## src/rtl/sram_mbist_pkg.sv

```systemverilog
// Shared types and March C- element tables for the SRAM MBIST controller.
// Every table is indexed by element number (bit i belongs to element Ei).
package sram_mbist_pkg;

  typedef enum logic [1:0] {StIdle, StRun, StDrain, StDone} state_e;

  typedef logic [2:0] elem_t;

  localparam elem_t ELEM_LAST = 3'd5;

  // Op count minus one: E0 and E5 have one op, E1..E4 have two.
  localparam logic [5:0] ELEM_LAST_OP = 6'b011110;
  // Op 0 is a write only in E0. Op 1, where present, is always a write.
  localparam logic [5:0] ELEM_OP0_WR  = 6'b000001;
  // Data pattern per op (1 = all-ones, 0 = all-zeros).
  localparam logic [5:0] ELEM_OP0_ONE = 6'b010100;
  localparam logic [5:0] ELEM_OP1_ONE = 6'b001010;
  // Address direction (1 = descending).
  localparam logic [5:0] ELEM_DOWN    = 6'b011000;

  function automatic logic elem_bit(input logic [5:0] tbl, input elem_t e);
    return (e <= ELEM_LAST) ? tbl[e] : 1'b0;
  endfunction

endpackage

```

## src/rtl/sram_mbist_addr_gen.sv

```systemverilog
// Loadable up/down word-address counter; tc_o flags the last address in the
// current direction.
module sram_mbist_addr_gen #(
  parameter int unsigned P_ADDR_WIDTH = 8
) (
  input  logic                    clk_i,
  input  logic                    rst_i,
  input  logic                    load_i,
  input  logic [P_ADDR_WIDTH-1:0] load_val_i,
  input  logic                    step_i,
  input  logic                    down_i,
  output logic [P_ADDR_WIDTH-1:0] addr_o,
  output logic                    tc_o
);

  localparam logic [P_ADDR_WIDTH-1:0] AddrOne = P_ADDR_WIDTH'(1);

  logic [P_ADDR_WIDTH-1:0] addr_q, addr_d;

  always_comb begin
    addr_d = addr_q;
    if (load_i) begin
      addr_d = load_val_i;
    end else if (step_i) begin
      addr_d = down_i ? (addr_q - AddrOne) : (addr_q + AddrOne);
    end
  end

  always_ff @(posedge clk_i) begin
    if (rst_i) begin
      addr_q <= '0;
    end else begin
      addr_q <= addr_d;
    end
  end

  assign addr_o = addr_q;
  assign tc_o   = down_i ? (addr_q == '0) : (addr_q == '1);

endmodule

```

## src/rtl/sram_mbist_ctrl.sv

```systemverilog
// March C- memory BIST controller: issues one SRAM op per cycle, checks read
// data one cycle later and records the first mismatch.
module sram_mbist_ctrl
  import sram_mbist_pkg::*;
#(
  parameter int unsigned P_ADDR_WIDTH = 8,
  parameter int unsigned P_DATA_WIDTH = 32
) (
  input  logic                    A_CLK,
  input  logic                    A_RST,
  input  logic                    A_START,
  output logic                    A_BUSY,
  output logic                    A_DONE,
  output logic                    A_FAIL,
  output logic [P_ADDR_WIDTH-1:0] A_FAIL_ADDR,
  output logic [2:0]              A_FAIL_ELEM,
  output logic [P_DATA_WIDTH-1:0] A_FAIL_BITS,
  output logic                    A_BIST_EN,
  output logic                    A_BIST_MEN,
  output logic                    A_BIST_WEN,
  output logic                    A_BIST_REN,
  output logic [P_ADDR_WIDTH-1:0] A_BIST_ADDR,
  output logic [P_DATA_WIDTH-1:0] A_BIST_DIN,
  output logic [P_DATA_WIDTH-1:0] A_BIST_BM,
  input  logic [P_DATA_WIDTH-1:0] A_DOUT
);

  state_e state_q, state_d;
  elem_t  elem_q, elem_d;
  logic   op_q, op_d;

  logic                    ag_load, ag_step, ag_tc;
  logic [P_ADDR_WIDTH-1:0] ag_load_val, ag_addr;

  logic                    men_q, wen_q, ren_q;
  logic [P_DATA_WIDTH-1:0] din_q, bm_q;

  logic                    pend_vld_q, pend_one_q;
  logic [P_ADDR_WIDTH-1:0] pend_addr_q;
  elem_t                   pend_elem_q;

  logic                    fail_q, fail_d;
  logic [P_ADDR_WIDTH-1:0] fail_addr_q, fail_addr_d;
  elem_t                   fail_elem_q, fail_elem_d;
  logic [P_DATA_WIDTH-1:0] fail_bits_q, fail_bits_d;

  logic                    start_ok, cmp_act, mismatch;
  logic                    run_d, wr_d, one_d;
  logic [P_DATA_WIDTH-1:0] diff;

  sram_mbist_addr_gen #(
    .P_ADDR_WIDTH(P_ADDR_WIDTH)
  ) u_addr_gen (
    .clk_i     (A_CLK),
    .rst_i     (A_RST),
    .load_i    (ag_load),
    .load_val_i(ag_load_val),
    .step_i    (ag_step),
    .down_i    (elem_bit(ELEM_DOWN, elem_q)),
    .addr_o    (ag_addr),
    .tc_o      (ag_tc)
  );

  assign start_ok = A_START && (state_q == StIdle || state_q == StDone);
  // Read data lands one cycle after the read; the last E5 read is checked in DRAIN.
  assign cmp_act  = pend_vld_q && (state_q == StRun || state_q == StDrain);
  assign diff     = A_DOUT ^ {P_DATA_WIDTH{pend_one_q}};
  assign mismatch = cmp_act && (diff != '0);

  always_comb begin
    state_d     = state_q;
    elem_d      = elem_q;
    op_d        = op_q;
    ag_load     = 1'b0;
    ag_load_val = '0;
    ag_step     = 1'b0;
    unique case (state_q)
      StIdle, StDone: begin
        if (A_START) begin
          state_d = StRun;
          elem_d  = '0;
          op_d    = 1'b0;
          ag_load = 1'b1;
        end
      end
      StRun: begin
        if (op_q != elem_bit(ELEM_LAST_OP, elem_q)) begin
          op_d = 1'b1;
        end else begin
          op_d = 1'b0;
          if (!ag_tc) begin
            ag_step = 1'b1;
          end else if (elem_q == ELEM_LAST) begin
            state_d = StDrain;
            elem_d  = '0;
            ag_load = 1'b1;
          end else begin
            elem_d      = elem_q + 3'd1;
            ag_load     = 1'b1;
            ag_load_val = {P_ADDR_WIDTH{elem_bit(ELEM_DOWN, elem_d)}};
          end
        end
      end
      StDrain: state_d = StDone;
      default: state_d = StIdle;
    endcase
    if (mismatch) begin
      state_d     = StDone;
      ag_step     = 1'b0;
      ag_load     = 1'b1;
      ag_load_val = '0;
    end
  end

  // Command for the next cycle, decoded from next-state and then registered.
  always_comb begin
    run_d = (state_d == StRun);
    wr_d  = op_d | elem_bit(ELEM_OP0_WR, elem_d);
    one_d = op_d ? elem_bit(ELEM_OP1_ONE, elem_d) : elem_bit(ELEM_OP0_ONE, elem_d);
  end

  always_comb begin
    fail_d      = fail_q;
    fail_addr_d = fail_addr_q;
    fail_elem_d = fail_elem_q;
    fail_bits_d = fail_bits_q;
    if (start_ok) begin
      fail_d      = 1'b0;
      fail_addr_d = '0;
      fail_elem_d = '0;
      fail_bits_d = '0;
    end
    if (mismatch) begin
      fail_d      = 1'b1;
      fail_addr_d = pend_addr_q;
      fail_elem_d = pend_elem_q;
      fail_bits_d = diff;
    end
  end

  always_ff @(posedge A_CLK) begin
    if (A_RST) begin
      state_q <= StIdle;
      elem_q  <= '0;
      op_q    <= 1'b0;
      men_q   <= 1'b0;
      wen_q   <= 1'b0;
      ren_q   <= 1'b0;
      din_q   <= '0;
      bm_q    <= '0;
    end else begin
      state_q <= state_d;
      elem_q  <= elem_d;
      op_q    <= op_d;
      men_q   <= run_d;
      wen_q   <= run_d & wr_d;
      ren_q   <= run_d & ~wr_d;
      din_q   <= {P_DATA_WIDTH{run_d & wr_d & one_d}};
      bm_q    <= {P_DATA_WIDTH{run_d & wr_d}};
    end
  end

  always_ff @(posedge A_CLK) begin
    if (A_RST) begin
      pend_vld_q  <= 1'b0;
      pend_one_q  <= 1'b0;
      pend_addr_q <= '0;
      pend_elem_q <= '0;
      fail_q      <= 1'b0;
      fail_addr_q <= '0;
      fail_elem_q <= '0;
      fail_bits_q <= '0;
    end else begin
      // Reads only ever occur as op 0, so the op-0 pattern is the expected data.
      pend_vld_q  <= ren_q;
      pend_one_q  <= elem_bit(ELEM_OP0_ONE, elem_q);
      pend_addr_q <= ag_addr;
      pend_elem_q <= elem_q;
      fail_q      <= fail_d;
      fail_addr_q <= fail_addr_d;
      fail_elem_q <= fail_elem_d;
      fail_bits_q <= fail_bits_d;
    end
  end

  assign A_BUSY      = (state_q == StRun) || (state_q == StDrain);
  assign A_DONE      = (state_q == StDone);
  assign A_FAIL      = fail_q;
  assign A_FAIL_ADDR = fail_addr_q;
  assign A_FAIL_ELEM = fail_elem_q;
  assign A_FAIL_BITS = fail_bits_q;
  assign A_BIST_EN   = A_BUSY;
  assign A_BIST_MEN  = men_q;
  assign A_BIST_WEN  = wen_q;
  assign A_BIST_REN  = ren_q;
  assign A_BIST_ADDR = ag_addr;
  assign A_BIST_DIN  = din_q;
  assign A_BIST_BM   = bm_q;

endmodule

```

## config.mk

```make
export PLATFORM = sky130hd
export DESIGN_NAME = sram_mbist_ctrl
export DESIGN_NICKNAME = d
export VERILOG_FILES = /design/src/rtl/sram_mbist_pkg.sv /design/src/rtl/sram_mbist_addr_gen.sv /design/src/rtl/sram_mbist_ctrl.sv
export SDC_FILE = /design/constraint.sdc
export NUM_CORES = 1
export LEC_CHECK = 0
export CAP_MARGIN = 0
export CORE_MARGIN = 2
export CORE_UTILIZATION = 41
export DETAILED_ROUTE_END_ITERATION = 7
export GPL_ROUTABILITY_DRIVEN = 0
export GPL_TIMING_DRIVEN = 0
export PLACE_DENSITY = 0.77
export SLEW_MARGIN = 20
export SYNTH_ARGS = -nofsm -noshare
export SYNTH_HDL_FRONTEND = slang
export SYNTH_SLANG_ARGS = --single-unit
```

## constraint.sdc

```tcl
create_clock -name A_CLK -period 2.63 [get_ports A_CLK]
set_input_delay 0.3945 -clock A_CLK [delete_from_list [all_inputs] [get_ports A_CLK]]
set_output_delay 0.3945 -clock A_CLK [all_outputs]
set_load 0.02 [all_outputs]
```

[After elaboration in Yosys (flattened, before gate mapping)]
Memories as Yosys holds them, arrays and structs flattened. A register that Yosys moved wholly into a read port is not among the register bits.
Cells that the tools add are included.
Storage, ports and cells
  input port bits: 35
  word-level logic and storage cells: 113
  register bits after elaboration: 75
  memories: 7
  output and inout bits: 122
  bits in read-only memories: 56
Memories
  (no name shown): depth 8, width 1, rd ports 1, clocked after memory_dff 1, wr ports 0, line sram_mbist_pkg.sv:22  | return (e <= ELEM_LAST) ? tbl[e] : 1'b0;
  (no name shown): depth 8, width 1, rd ports 1, clocked after memory_dff 0, wr ports 0, line sram_mbist_pkg.sv:22
  (no name shown): depth 8, width 1, rd ports 1, clocked after memory_dff 0, wr ports 0, line sram_mbist_pkg.sv:22
  (no name shown): depth 8, width 1, rd ports 1, clocked after memory_dff 0, wr ports 0, line sram_mbist_pkg.sv:22
  (no name shown): depth 8, width 1, rd ports 1, clocked after memory_dff 0, wr ports 0, line sram_mbist_pkg.sv:22
  (no name shown): depth 8, width 1, rd ports 1, clocked after memory_dff 1, wr ports 0, line sram_mbist_pkg.sv:22
  +1 memories
Cells by class
  muxes and demuxes: 55
  bitwise logic cells: 7
  equality and inequality tests: 7
  reductions and logical operators: 12
  add/subtract/negate cells: 3
  $lt $le $gt $ge: 6
Operators with widths (number)
  8-bit 2-to-1 mux: 10
  32-bit 2-to-1 mux: 2
  32-bit nonzero test: 1
  32-bit XOR: 1
  1-bit 2-to-1 mux: 26
  3-bit 2-to-1 mux: 8
  3-bit by 4-bit < comparator with 1-bit output (second input constant): 3
  2-bit 2-to-1 mux: 5
  3-bit less-or-equal comparator (second input constant): 3
  8-bit by 1-bit adder with 8-bit output (second input constant): 1
  8-bit equality test (second input constant): 1
  8-bit zero test: 1
  8-bit by 1-bit subtractor with 8-bit output (second input constant): 1
  2-bit case mux with 3 select lines: 1
  3-bit case mux with 2 select lines: 1
  2-bit by 1-bit equality test with 1-bit output (second input constant): 2
  2-bit equality test (second input constant): 2
  1-bit case mux with 2 select lines: 2
  2-bit nonzero test: 2
  2-bit OR reduction: 2
  3-bit by 1-bit adder with 3-bit output (second input constant): 1
  1-bit AND: 3
  3-bit equality test (second input constant): 1
  1-bit logical AND: 3
  other kinds (5): 7

[Longest topological paths before layout]
Gate-level depths: netlist (run 1).
  depth after elaboration: 13
  depth in mapped cells: 13
  depth with buffers taken out: 13

[By module]
From an unflattened synthesis (run 1), not the netlist that was laid out.
Second synthesis, totals
  cells, all modules: 486
  area total of the unflattened synthesis: 4272.8 sq um
Modules (own cells, without submodules)
  sram_mbist_ctrl: seq. area each 1381.3 sq um, times used 1, area an instance 3593.4 sq um, cells an instance 404
  sram_mbist_addr_gen: seq. area each 160.2 sq um, times used 1, area an instance 679.4 sq um, cells an instance 82

[Worst setup path after synthesis (run 1)]
OpenSTA, ideal clock, no wires.
  path type: flip-flop to flip-flop
  start: reg elem_q[1]
  end: reg u_addr_gen.addr_q[7], in the netlist u_addr_gen.addr_o[7]
  cell stages (with the launch flop): 14
  buffers on the path: 0
  arrival: 2.695 ns
  path slack: -0.152 ns
  cell sequence: dfxtp_1 -> inv_1 -> ha_1 -> nand2b_4 -> o21ai_4 -> inv_1 -> ha_1 -> a21oi_1 -> nor2b_1 -> o31a_1 -> o41ai_1 -> xnor2_1 -> nand2_1 -> a221oi_2
Between the ends
  longest elaborated chain between the ends: 10
RTL lines
  start: declaration: line sram_mbist_ctrl.sv:29  | elem_t elem_q, elem_d;
  start signal: assignment: line sram_mbist_ctrl.sv:153  | elem_q <= elem_d;
  3-bit by 1-bit adder with 3-bit output: line sram_mbist_ctrl.sv:98  | elem_d = elem_q + 3'd1;
  memory read 8 x 1 bit
  1-bit 2-to-1 mux (implied by the code): line sram_mbist_pkg.sv:22
  1-bit 2-to-1 mux: line sram_mbist_pkg.sv:22
  8-bit 2-to-1 mux: line sram_mbist_ctrl.sv:93  | end else if (elem_q == ELEM_LAST) begin
  8-bit 2-to-1 mux: line sram_mbist_ctrl.sv:91  | if (!ag_tc) begin
  8-bit 2-to-1 mux: line sram_mbist_ctrl.sv:87  | if (op_q != elem_bit(ELEM_LAST_OP, elem_q)) begin
  8-bit 2-to-1 mux: line sram_mbist_ctrl.sv:77  | unique case (state_q)
  8-bit 2-to-1 mux: line sram_mbist_ctrl.sv:107  | if (mismatch) begin
  8-bit 2-to-1 mux: line sram_mbist_addr_gen.sv:22  | if (load_i) begin
  end signal: assignment: line sram_mbist_addr_gen.sv:33  | addr_q <= addr_d;
  end: declaration: line sram_mbist_addr_gen.sv:18  | logic [P_ADDR_WIDTH-1:0] addr_q, addr_d;
Several ways; a longest one is shown, not always the timed one. The select of a mux whose other input is x is not followed.
A chain may end at the register's enable or synchronous reset.

[Final worst setup path (run 1)]
Ends and elaborated chain as after synthesis.

==> results of run 1 <==
==> what timing repair did <==
| item | 4_1_cts | 5_1_grt |
|---|---|---|
| endpoints found under the hold margin | 0 | 0 |
| gates resized for setup | 12 | 13 |
| pin swaps | 6 | 5 |
| buffers inserted | 4 | 1 |
| setup endpoints to repair | 13 | 64 |
==> Yosys cell counts (2+ instances only) <==
library cell and instances:
sky130_fd_sc_hd__mux2i_1 8, sky130_fd_sc_hd__ha_1 14, sky130_fd_sc_hd__nand3_1 45, sky130_fd_sc_hd__clkbuf_1 20, sky130_fd_sc_hd__a21o_2 2, sky130_fd_sc_hd__xor2_1 32
sky130_fd_sc_hd__buf_4 64, sky130_fd_sc_hd__clkinv_1 2, sky130_fd_sc_hd__dfxtp_1 77, sky130_fd_sc_hd__a221oi_2 9, sky130_fd_sc_hd__or2_2 2, sky130_fd_sc_hd__a31oi_1 6
sky130_fd_sc_hd__o21ai_0 8, sky130_fd_sc_hd__o21bai_1 2, sky130_fd_sc_hd__nor2_1 22, sky130_fd_sc_hd__inv_1 18, sky130_fd_sc_hd__nor2b_1 6, sky130_fd_sc_hd__a21oi_1 53
sky130_fd_sc_hd__a21boi_0 2, sky130_fd_sc_hd__nor4_1 2, sky130_fd_sc_hd__nand2_1 60, sky130_fd_sc_hd__buf_2 7, sky130_fd_sc_hd__nand4_1 12, sky130_fd_sc_hd__or4_1 8
sky130_fd_sc_hd__o21a_1 2, sky130_fd_sc_hd__xnor2_1 6, sky130_fd_sc_hd__nand2b_1 5
==> cells in the final DEF, fill, tap and decap left out, types with 3 or more instances in the layout <==
cell                                n
sky130_fd_sc_hd__clkbuf_4           3
sky130_fd_sc_hd__ha_4               4
sky130_fd_sc_hd__clkbuf_1          19
sky130_fd_sc_hd__a221oi_2           8
sky130_fd_sc_hd__a21oi_2            5
sky130_fd_sc_hd__or4_1              8
sky130_fd_sc_hd__dfxtp_2            4
sky130_fd_sc_hd__clkbuf_8           9
sky130_fd_sc_hd__xnor2_1            6
sky130_fd_sc_hd__ha_1              10
sky130_fd_sc_hd__nor2_1            21
sky130_fd_sc_hd__buf_4             69
sky130_fd_sc_hd__dfxtp_1           72
sky130_fd_sc_hd__nand2_1           60
sky130_fd_sc_hd__a31oi_1            6
sky130_fd_sc_hd__nand2b_1           5
sky130_fd_sc_hd__nand3_1           45
sky130_fd_sc_hd__o21ai_0            7
sky130_fd_sc_hd__a21oi_1           49
sky130_fd_sc_hd__mux2i_1            8
sky130_fd_sc_hd__xor2_1            32
sky130_fd_sc_hd__nor2b_1            6
sky130_fd_sc_hd__inv_1             16
sky130_fd_sc_hd__nand4_1           12
sky130_fd_sc_hd__buf_2              4
sky130_fd_sc_hd__clkdlybuf4s50_1  156
==> power by group <==
group / internal, mW / leakage (nW) / switching, mW / total [mW]
clock: 0.463 / 0.109 / 0.506 / 0.969
combinational: 0.398 / 1.80 / 0.382 / 0.780
sequential: 1.20 / 0.626 / 0.0557 / 1.26
==> cell families (layout without fill, tap and decap cells) <==
logic type      count (synthesis)  count (layout)  synth area share (%)
mux                            10              10                  2.47
flops                          77              77                  35.0
compound gates                 93              93                  14.3
xor+xnor                       39              39                  8.17
buf+inv                       113             290                  15.9
simple gates                  172             172                  19.8
fa+ha+maj                      15              15                  4.43
==> worst reg2reg max path, delay by kind of cell (launching register included) <==
kind | cells | cell delay (ns)
AND/OR/NAND/NOR | 3 | 0.28
adder cells (fa/ha/maj) | 2 | 0.36
XOR/XNOR | 1 | 0.17
AO/OA/AOI/OAI | 5 | 1.15
flip-flops | 1 | 0.37
buffers and inverters | 2 | 0.13
==> state kept, by name (all words and copies together), names as in the netlist, 2 cells and up, named ones only <==
name / flops
pend_elem_q: 3
pend_addr_q: 8
elem_q: 3
A_FAIL_ELEM: 3
state_q: 2
u_addr_gen.addr_o: 8
A_FAIL_ADDR: 8
A_FAIL_BITS: 32
==> final cells by class <==
cell class / instances / area share (%)
well taps: 136 / 2.62
multi-input cells: 329 / 34.6
clock inverters: 7 / 1.42
clock buffers: 9 / 1.90
repair buffers: 161 / 24.6
flip-flops and latches: 77 / 23.8
inverters: 21 / 1.29
plain buffers: 92 / 9.71
==> metal layers <==
layer  vias up  global-route usage (%)  part of all wire (%)
met5         -                       0                     0
met4         0                    6.68                   1.7
met3        23                    3.57                   6.1
met2       153                    35.6                    49
met1      1930                    25.7                    43
li1       2050                       -                     -
==> metrics by stage <==
stage / utilization [%] / setup TNS, ns / instances / power (mW)
6_report: 62.7 / 0 / 832 / 3.01
5_1_grt: 62.7 / -0.0270 / 832 / 3.12
4_1_cts: 62.3 / -0.0168 / 831 / 3.02
3_5_place_dp: 59.3 / -11.82 / 811 / 2.06
3_3_place_gp: 59.3 / -9.97 / 811 / 2.03
2_1_floorplan: - / 0 / 519 / 1.72
==> how the worst min path moves through the flow <==
stage                                   to  cells after the start                      start
3_5_place_dp   A_FAIL_ADDR[4]$_SDFFE_PP0P_                      2  pend_addr_q[4]$_SDFF_PP0_
3_3_place_gp   A_FAIL_ADDR[5]$_SDFFE_PP0P_                      2  pend_addr_q[5]$_SDFF_PP0_
6_report       A_FAIL_ADDR[6]$_SDFFE_PP0P_                      2  pend_addr_q[6]$_SDFF_PP0_
4_1_cts        A_FAIL_ADDR[6]$_SDFFE_PP0P_                      2  pend_addr_q[6]$_SDFF_PP0_
2_1_floorplan  A_FAIL_ADDR[0]$_SDFFE_PP0P_                      2  pend_addr_q[0]$_SDFF_PP0_
5_1_grt        A_FAIL_ADDR[5]$_SDFFE_PP0P_                      2  pend_addr_q[5]$_SDFF_PP0_
==> results summary, run 1 <==
The clock drives 77 sinks. The average cell area after synthesis is 8.50 sq um. The total vias in the final route is 4156. In this run the critical register-to-register path is captured at u_addr_gen.addr_o[7]$_SDFFE_PP0P_. The number of storage elements in the synthesis netlist is 77. The total power density per cell area is 462 nW/um^2. Dividing the detail-routed wire length by the instance count gives 15.0 microns. The post-layout minimum cycle time came out at 2.55 ns. The worst-case vdd ir drop is 0.283 mV. For this run, the detailed router's first-pass iteration total came to 5.

The post-route netlist has 19.8% of its cells at a drive strength greater than 1. The post-route cell area is 6500 sq um. The die area came out at 11600 sq um. The slowest stage of the critical path belongs to the cell sky130_fd_sc_hd__dfxtp_4. The final setup violation count is 0. The first global-routing pass estimated 18.9 mm of wire. The setup check on the worst reg-to-reg path leaves a slack of 0.08 ns. The worst hold path class is reg -> reg. Across the routed clock network, the largest skew measured is 0.0142 ns. The origin of the worst setup path is elem_q[1]$_SDFF_PP0_.

The initial antenna violation count came out at 0. The kind of start point of the critical path is a flip-flop. The initialized floorplan defines 37 standard-cell rows. Walking the worst path, the cells encountered are inv_4 -> ha_4 -> nand2b_4 -> o21ai_4 -> inv_4 -> ha_4 -> a21oi_2 -> nor2b_1 -> o31a_1 -> o41ai_2 -> xnor2_1 -> nand2_1 -> a221oi_2. The final hold slack is 0.441 ns. After the first detailed-routing iteration, the DRC count stood at 223. The number of antenna repair diodes came out at 0.

The number of max-cap violations is 0. The flow ran to the end, and the final reports show no timing, DRC or antenna violations. The path length in cells of the critical path is 13. The die height is 108 microns. The pin count of the biggest net entering global routing came out at 34. The detailed placer's ending HPWL is 9.45 mm. The later-pin clock latency in the skew report is 0.36 ns. The cell at the root of the clock tree is sky130_fd_sc_hd__clkbuf_8. The final global-route overflow total is 0. The area fraction of the dominant cell type after synthesis came out at 35.0%.

The count of synthesis-stage warnings from yosys is 0. In this run the number of H-tree levels came out at 3. Grouping stages by cell kind, the critical path spends the most delay in compound AO/OA/AOI/OAI gates. In this design, the stage delay of the slowest critical-path cell is 0.37 ns.

The number of enable-type register cells in the synthesized netlist is 0. The final number of hold-violating endpoints was 0. The setup path with the least slack is of type reg -> reg. By area the synthesized netlist is led by sky130_fd_sc_hd__dfxtp_1 (35%), sky130_fd_sc_hd__buf_4 (11%), sky130_fd_sc_hd__xor2_1 (6.4%), sky130_fd_sc_hd__a21oi_1 (6.0%), sky130_fd_sc_hd__nand2_1 (5.1%). The initial cell density of the core came out at 42.5%.

The library cell occupying the most area in the post-synthesis netlist is sky130_fd_sc_hd__dfxtp_1. The post-placement setup slack is -0.340 ns. The count of different cell masters after synthesis came out at 52.

The via count of the first global-routing pass came out at 3901. The critical path arrival is 2.83 ns. The buffering stage count on the worst path with inverters included is 2. Setup repair after global routing could not meet its margin everywhere. The post-detailed-route DRC marker count came out at 0. In the routed layout, each cell is associated on average with a via count of 5.00. The cell count of the worst reg-to-reg path is 13. The leakage power total is 2.53 nW.

Counting every instance in the synthesized netlist gives 519. The layout overhead on the synthesized area came out at 47.5%. The worst register-to-register path begins at elem_q[1]$_SDFF_PP0_.

The overall die width came out at 108 microns. The most used flip-flop cell after synthesis is sky130_fd_sc_hd__dfxtp_1. Following the worst setup path forward leads to its endpoint at u_addr_gen.addr_o[7]$_SDFFE_PP0P_.

Counting along the longest clock path gives a buffer depth of 2. After clock tree synthesis, the flow added hold-fix buffers numbering 0. STA classifies the critical path endpoint as a flip-flop. In this run the count of I/O pins placed on the die edge is 157. Headroom to the max-slew limit came out at 51.8%.

The pin slew with the least headroom to its limit came out at 0.723 ns. The final-layout fill cell count came out at 883. The maximum fanout count along the critical path came out at 4.

The total area of sequential cells is 1550 sq um. The final routed wirelength across all metal layers came out at 12.5 mm. The total CTS buffers came out at 9. Sequential cells were found to cover 35.0% of the synthesized design area. The cell area after synthesis is 4410 sq um. The area of the multi-input gates came out at 2250 sq um. TritonCTS built the clock tree. The maximum achievable frequency is 0.392 GHz. The number of buffers added on ports came out at 156. Global routing consumed, over all layers together, 20.5% of the routing resources. When the netlist entered floorplanning its net count stood at 569. The area inside the core boundary is 10400 sq um. The instance area after placement is 6150 sq um. Once routing completed, OpenROAD measured the worst setup slack at 0.0795 ns. The final clock period utilization by the worst path is 97.0%.

At the worst endpoint, the required time is 2.91 ns. Clock-pin slew was measured on the worst setup and hold paths at 0.10 ns. The number of nets with antenna violations after routing is 0. The count of final max-slew check failures was 0. For this run, the post-layout net count is 741.

The async set-or-reset flop fraction in the synthesized netlist is 0%.
Power figures use the tool's default switching activity.
==> run 2, diff against run 1 <==
- PLACE_DENSITY: 0.77 -> 0.79
==> results summary, run 2 (synthesis results as in run 1) <==
The flow ran to the end, and the final reports show no timing, DRC or antenna violations. On the final layout, the worst clock skew is 0.0179 ns. The instance area after placement came out at 6150 sq um. The initial antenna violation count came to 0. For the worst setup path, the data arrival time is 2.83 ns. The count of final max-slew check failures came out at 0.

The net switching fraction of the power is 31.3%. The detailed placer's ending HPWL came out at 9.46 mm. In the final layout, the share of cells above drive strength 1 is 20.2%.

The core region is 10400 sq um. The startpoint identified for the worst register-to-register timing path is elem_q[1]$_SDFF_PP0_. The number of hold buffers added after cts came out at 0.

The die covers 11600 sq um. The die is 108 microns tall. Entering global routing, the biggest net connects 34 pins. Final hold analysis gives a worst-case slack of 0.437 ns. The most common cell after layout, fill and taps aside is sky130_fd_sc_hd__clkdlybuf4s50_1. The overall die width is 108 microns.

The fraction of power consumed by combinational cells came out at 26.1%. The clock period could shrink to 2.54 ns. The average routed wire per standard cell is 15.2 microns.

The detailed router finished its first iteration with 193 violations. The critical path data required time is 2.92 ns. The number of flip-flops in the largest register came out at 32.

The maximum fanout count along the critical path came out at 4. The leakage power total is 2.56 nW. The critical path endpoint category is a flip-flop.

The post-route cell area came out at 6530 sq um. The final routed wirelength across all metal layers came out at 12.7 mm. For hold timing, the worst endpoint is A_FAIL_ELEM[1]$_SDFFE_PP0P_. Clock-pin slew was measured on the worst setup and hold paths at 0.10 ns. The final global-route overflow total came out at 0. The maximum achievable frequency came out at 0.394 GHz. The tree built by TritonCTS fans out to 77 sinks. The initial cell density of the core came out at 42.5%. On the worst path, the slowest cell contributes a delay of 0.57 ns.

The later pin in the worst-skew pair is clocked with a latency of 0.36 ns. The final setup violation count is 0. The worst hold path passes through 2 cells. The worst-case vdd ir drop is 0.297 mV. The via count of the first global-routing pass is 3882. The clock share of power is 32.0%.

The final number of hold-violating endpoints is 0. The TritonCTS clock tree is yes. In the layout the commonest cells are sky130_fd_sc_hd__clkdlybuf4s50_1 (156), sky130_fd_sc_hd__dfxtp_1 (72), sky130_fd_sc_hd__buf_4 (72). Buffers inserted during clock tree synthesis total 9. Port buffering added 156 buffers. The sequential power share came out at 41.9%. Walking the worst path, the cells encountered are clkdlybuf4s50_1 -> or4_1 -> mux2i_1 -> nand4_1 -> o211ai_2 -> buf_4 -> nand2_1 -> nor4b_4 -> and4b_1. The final-layout fill cell count is 855.

Dividing total power by cell area gives a power density of 460 nW/um^2. In this run the clock root is driven by a sky130_fd_sc_hd__clkbuf_8. The cell internal power dissipation is 2.06 mW.

The final critical path takes up 96.5% of the cycle. The number of levels in the clock H-tree is 3. The pin slew with the least headroom to its limit came out at 0.757 ns. For the worst flop-to-flop path, the logic depth is 13. The global router's overall resource usage came out at 20.5%. The layout overhead on the synthesized area came out at 48.1%.

In this run the register-to-register setup slack is 0.12 ns. The number of primary I/O pins came out at 157. The critical path class is in -> reg. The post-placement setup slack is -0.295 ns. The number of cell rows came out at 37. The worst hold path class is reg -> reg. The critical path's slowest cell is sky130_fd_sc_hd__or4_1. The capturing point of the worst reg2reg path is u_addr_gen.addr_o[7]$_SDFFE_PP0P_. The final design utilization is 63.0%. Setup repair after global routing could not meet its margin everywhere. STA classifies the critical path startpoint as a primary input. The total number of nets in the final design came out at 743.

In this run the most critical hold path is launched from pend_elem_q[1]$_SDFF_PP0_. The clock passes through at most 2 buffers. The global-route wire length before repair came out at 18.9 mm. The via density per instance came out at 5.05. For this design the total switching power over the nets is 0.940 mW.

The number of antenna repair diodes is 0. The max-slew headroom at the worst pin came out at 49.5%. The post-detailed-route DRC marker count is 0.

The pre-antenna-repair detailed-routing pass consisted of 5 iterations. The number of nets with antenna violations after routing is 0. After layout, the worst setup slack is 0.0929 ns.

Across the run, the number of max-cap violations was 0. The total vias in the final route came out at 4213.
## run 2: power groups by stage
stage | combinational, mW | clock [mW] | sequential, mW
floorplan | 0.427 | 0 | 1.30
global placement | 0.755 | 0 | 1.28
detailed placement | 0.773 | 0 | 1.28
CTS | 0.778 | 0.973 | 1.26
global route | 0.834 | 1.02 | 1.27
finish | 0.784 | 0.961 | 1.26
## run 2: how the worst max path moves through the flow
stage,from,endpoint,slack (ns),cells after the start
after floorplan,elem_q[1]$_SDFF_PP0_,u_addr_gen.addr_o[7]$_SDFFE_PP0P_,0.04,13
after global placement,elem_q[1]$_SDFF_PP0_,u_addr_gen.addr_o[7]$_SDFFE_PP0P_,-0.22,13
after detailed placement,elem_q[1]$_SDFF_PP0_,u_addr_gen.addr_o[7]$_SDFFE_PP0P_,-0.29,13
after CTS,A_BIST_BM[0]$_SDFF_PP0_,A_BIST_BM[19],0.006,2
after global routing,state_q[0]$_SDFF_PP0_,A_BIST_REN$_SDFF_PP0_,-0.02,9
final,A_DOUT[3],A_BIST_DIN[0]$_SDFF_PP0_,0.09,9
## run 2: worst max-delay path, delay by kind of cell
family,cells,cell delay (ns)
and+or+nand+nor,5,1.32
buffers and inverters,2,0.68
AOI/OAI and AO/OA,1,0.28
muxes,1,0.15
## run 2: stage by stage
stage	cells	setup TNS (ns)	total power, mW
2_1_floorplan	519	0	1.72
3_3_place_gp	811	-9.56	2.03
3_5_place_dp	811	-11.69	2.05
4_1_cts	832	0	3.01
5_1_grt	834	-0.0698	3.12
6_report	834	0	3.00
## run 2: timing repair
action | in CTS | in global routing
resized for setup | 9 | 22
buffers inserted | 5 | 2
pin swaps | 6 | 7
setup endpoints to repair | 7 | 114
## run 2: per-layer routing
metal | up-vias | global-route usage [%] | share of wire, %
li1 | 2061 | - | -
met1 | 1964 | 25.9 | 42
met2 | 163 | 34.6 | 49
met3 | 25 | 3.93 | 6.7
met4 | 0 | 7.14 | 1.9
met5 | - | 0 | 0
## run 2: cell type report
class	count	area (sq um)	area share (%)
Buffer	92	634	9.71
Sequential cell	77	1550	23.7
Timing Repair Buffer	163	1610	24.7
Inverter	21	83.8	1.28
Clock inverter	7	87.6	1.34
Multi-Input combinational cell	329	2270	34.7
Tap cell	136	170	2.60
Clock buffer	9	124	1.90
==> run 3, diff against run 2 <==
- CAP_MARGIN: 0 -> 40
==> results summary, run 3 (synthesis results as in run 1) <==
TritonCTS built the clock tree. The post-placement setup slack is -0.276 ns. Summing all placed instances gives a cell area of 6180 sq um. The final clock period utilization by the worst path came out at 95.8%.

Tracing the worst setup path back leads to its startpoint at A_DOUT[3]. The overall die width came out at 108 microns. The maximum clock skew at final layout is 0.0144 ns. The average routed wire per standard cell is 15.1 microns. The number of optimization iterations in the first detailed-route pass is 4.

In this design, the stage delay of the slowest critical-path cell is 0.56 ns. The critical path arrival is 2.81 ns. The count of final max-slew check failures is 0. The kind of start point of the critical path is a primary input. The number of max-cap violations is 0. The area inside the core boundary is 10400 sq um. The pin slew with the least headroom to its limit is 0.750 ns. The layout overhead on the synthesized area came out at 48.2%. Setup slack closes at 0.110 ns. The tightest min-delay check is of the reg -> reg type. Entering global routing, the biggest net connects 20 pins. The final global-route overflow total came out at 0. 0 antenna diodes ended up in the layout. Among cell families on the critical path, the largest total delay comes from buffers and inverters. The total number of nets in the final design came out at 744. CTS built an H-tree with a depth of 3. The maximum achievable frequency came out at 0.397 GHz. The leakage power total is 2.55 nW.

In this run, post-CTS hold repair placed 0 buffers. IR analysis of the VDD net gives a maximum drop of 0.281 mV. The total power density per cell area came out at 454 nW/um^2. The clock period could shrink to 2.52 ns.

The initial cell density of the core is 42.5%. The number of primary I/O pins is 157. The critical path is of the in -> reg type. The worst setup path is captured at a flip-flop. The number of sinks driven by the clock tree came out at 77. The final setup violation count is 0.

The first global-routing pass estimated 19.0 mm of wire. The register with the most flip-flops in the layout has 32 of them. The die is 108 microns tall. The max-slew headroom at the worst pin came out at 50.0%. The final routed wirelength across all metal layers came out at 12.6 mm.

The via count of the first global-routing pass is 3841. The number of cell rows is 37. The buffering stage count on the worst path with inverters included came out at 3. The cell sitting at the root of the clock tree is a sky130_fd_sc_hd__clkbuf_8. The count of nets left with antenna violations once routing finished came out at 0. The setup total negative slack came out at 0 ns.

Walking the worst path, the cells encountered are clkdlybuf4s50_1 -> or4_1 -> mux2i_1 -> nand4_1 -> o211ai_2 -> clkbuf_4 -> buf_2 -> nand3_1 -> a21oi_1. The launching point of the worst reg2reg path is elem_q[1]$_SDFF_PP0_. The global router's overall resource usage came out at 20.6%. The top cell types in the final layout, fill and taps aside, are sky130_fd_sc_hd__clkdlybuf4s50_1 (156), sky130_fd_sc_hd__dfxtp_1 (74), sky130_fd_sc_hd__buf_4 (70). The most common cell after layout, fill and taps aside is sky130_fd_sc_hd__clkdlybuf4s50_1.

The number of buffers on the longest clock path came out at 2. The critical path data required time came out at 2.92 ns. The post-detailed-route DRC marker count came out at 0.

The via density per instance came out at 5.06. The clock-pin slew reported for the worst setup and hold paths after clock tree synthesis came out at 0.09 ns. The later-pin clock latency in the skew report came out at 0.37 ns. The post-route cell area is 6540 sq um. The maximum fanout count along the critical path came out at 10. The violation count after the first detailed-route iteration is 274.

In this run the tool buffered the top-level ports with 156 buffer cells. The total CTS buffers is 9. The total vias in the final route is 4221.

The initial antenna violation count is 0. Setup repair after global routing could not meet its margin everywhere. The proportion of layout cells with a drive suffix above 1 is 20.0%. The critical path's slowest cell is sky130_fd_sc_hd__or4_1. After legalization and detailed placement, the total HPWL measured 9.55 mm. The final number of hold-violating endpoints came to 0. The die area is 11600 sq um. The start point of the worst hold path is pend_addr_q[4]$_SDFF_PP0_. The flow ran to the end, and the final reports show no timing, DRC or antenna violations.
[run 3: cell types whose count changed in the layout (fill, tap and decap cells not counted), sizes merged]
cell and change:
bufinv -1, inv +1, clkbuf +1
[run 3: power by group]
part	internal (mW)	total (mW)	switching [mW]
sequential	1.20	1.25	0.0490
combinational	0.405	0.798	0.393
clock	0.379	0.916	0.538
total	1.98	2.96	0.980
[run 3: timing repair]
item                       in CTS  in global routing
setup buffers                   3                  3
pin swaps                       4                  8
gates resized for setup         6                 22
setup endpoints to repair       5                 59
[run 3: path summary, 6_finish.rpt]
check / to / slack, ns / cells after the start
worst max-delay path: A_FAIL_BITS[28]$_SDFFE_PP0P_ / 0.11 / 9
worst max register to register: u_addr_gen.addr_o[6]$_SDFFE_PP0P_ / 0.11 / 12
worst min-delay path: A_FAIL_ADDR[4]$_SDFFE_PP0P_ / 0.44 / 2
worst min register to register: A_FAIL_ADDR[4]$_SDFFE_PP0P_ / 0.44 / 2
[run 3: per-layer routing]
metal | routed length [microns] | global-route usage, % | up-vias
li1 | - | - | 2063
met1 | 5330 | 26.4 | 1979
met2 | 6150 | 34.2 | 154
met3 | 827 | 4.42 | 25
met4 | 269 | 7.33 | 0
met5 | 0 | 0 | -
[run 3: final cells by class]
type / instances / area [sq um]
Clock inverter: 7 / 76.3
Fill cell: 870 / 3830
Tap cell: 136 / 170
Multi-Input combinational cell: 329 / 2270
Inverter: 21 / 83.8
Buffer: 92 / 634
Clock buffer: 9 / 124
Timing Repair Buffer: 164 / 1630
Sequential cell: 77 / 1550
[run 3: stage by stage]
stage          total power [mW]  hold WS, ns  instances  utilization, %
4_1_cts                    2.96        0.440        832            62.0
5_1_grt                    3.08        0.461        835            63.0
2_1_floorplan              1.72        0.417        519               -
6_report                   2.96        0.443        835            63.0
3_3_place_gp               2.03        0.422        811            59.3
3_5_place_dp               2.05        0.430        813            59.6
[run 3: worst reg2reg max path, cell delays in order, from the launching register on]
cell                       delay (ns)
sky130_fd_sc_hd__dfxtp_4         0.36
sky130_fd_sc_hd__buf_4           0.15
sky130_fd_sc_hd__nor2_1          0.23
sky130_fd_sc_hd__o21ai_4         0.12
sky130_fd_sc_hd__buf_4           0.18
sky130_fd_sc_hd__fa_1            0.41
sky130_fd_sc_hd__nor2b_1         0.12
sky130_fd_sc_hd__o21ai_0         0.10
sky130_fd_sc_hd__a21boi_1        0.25
sky130_fd_sc_hd__o21ai_1         0.11
sky130_fd_sc_hd__a21oi_1         0.15
sky130_fd_sc_hd__nand3b_1        0.13
sky130_fd_sc_hd__a221oi_2        0.06
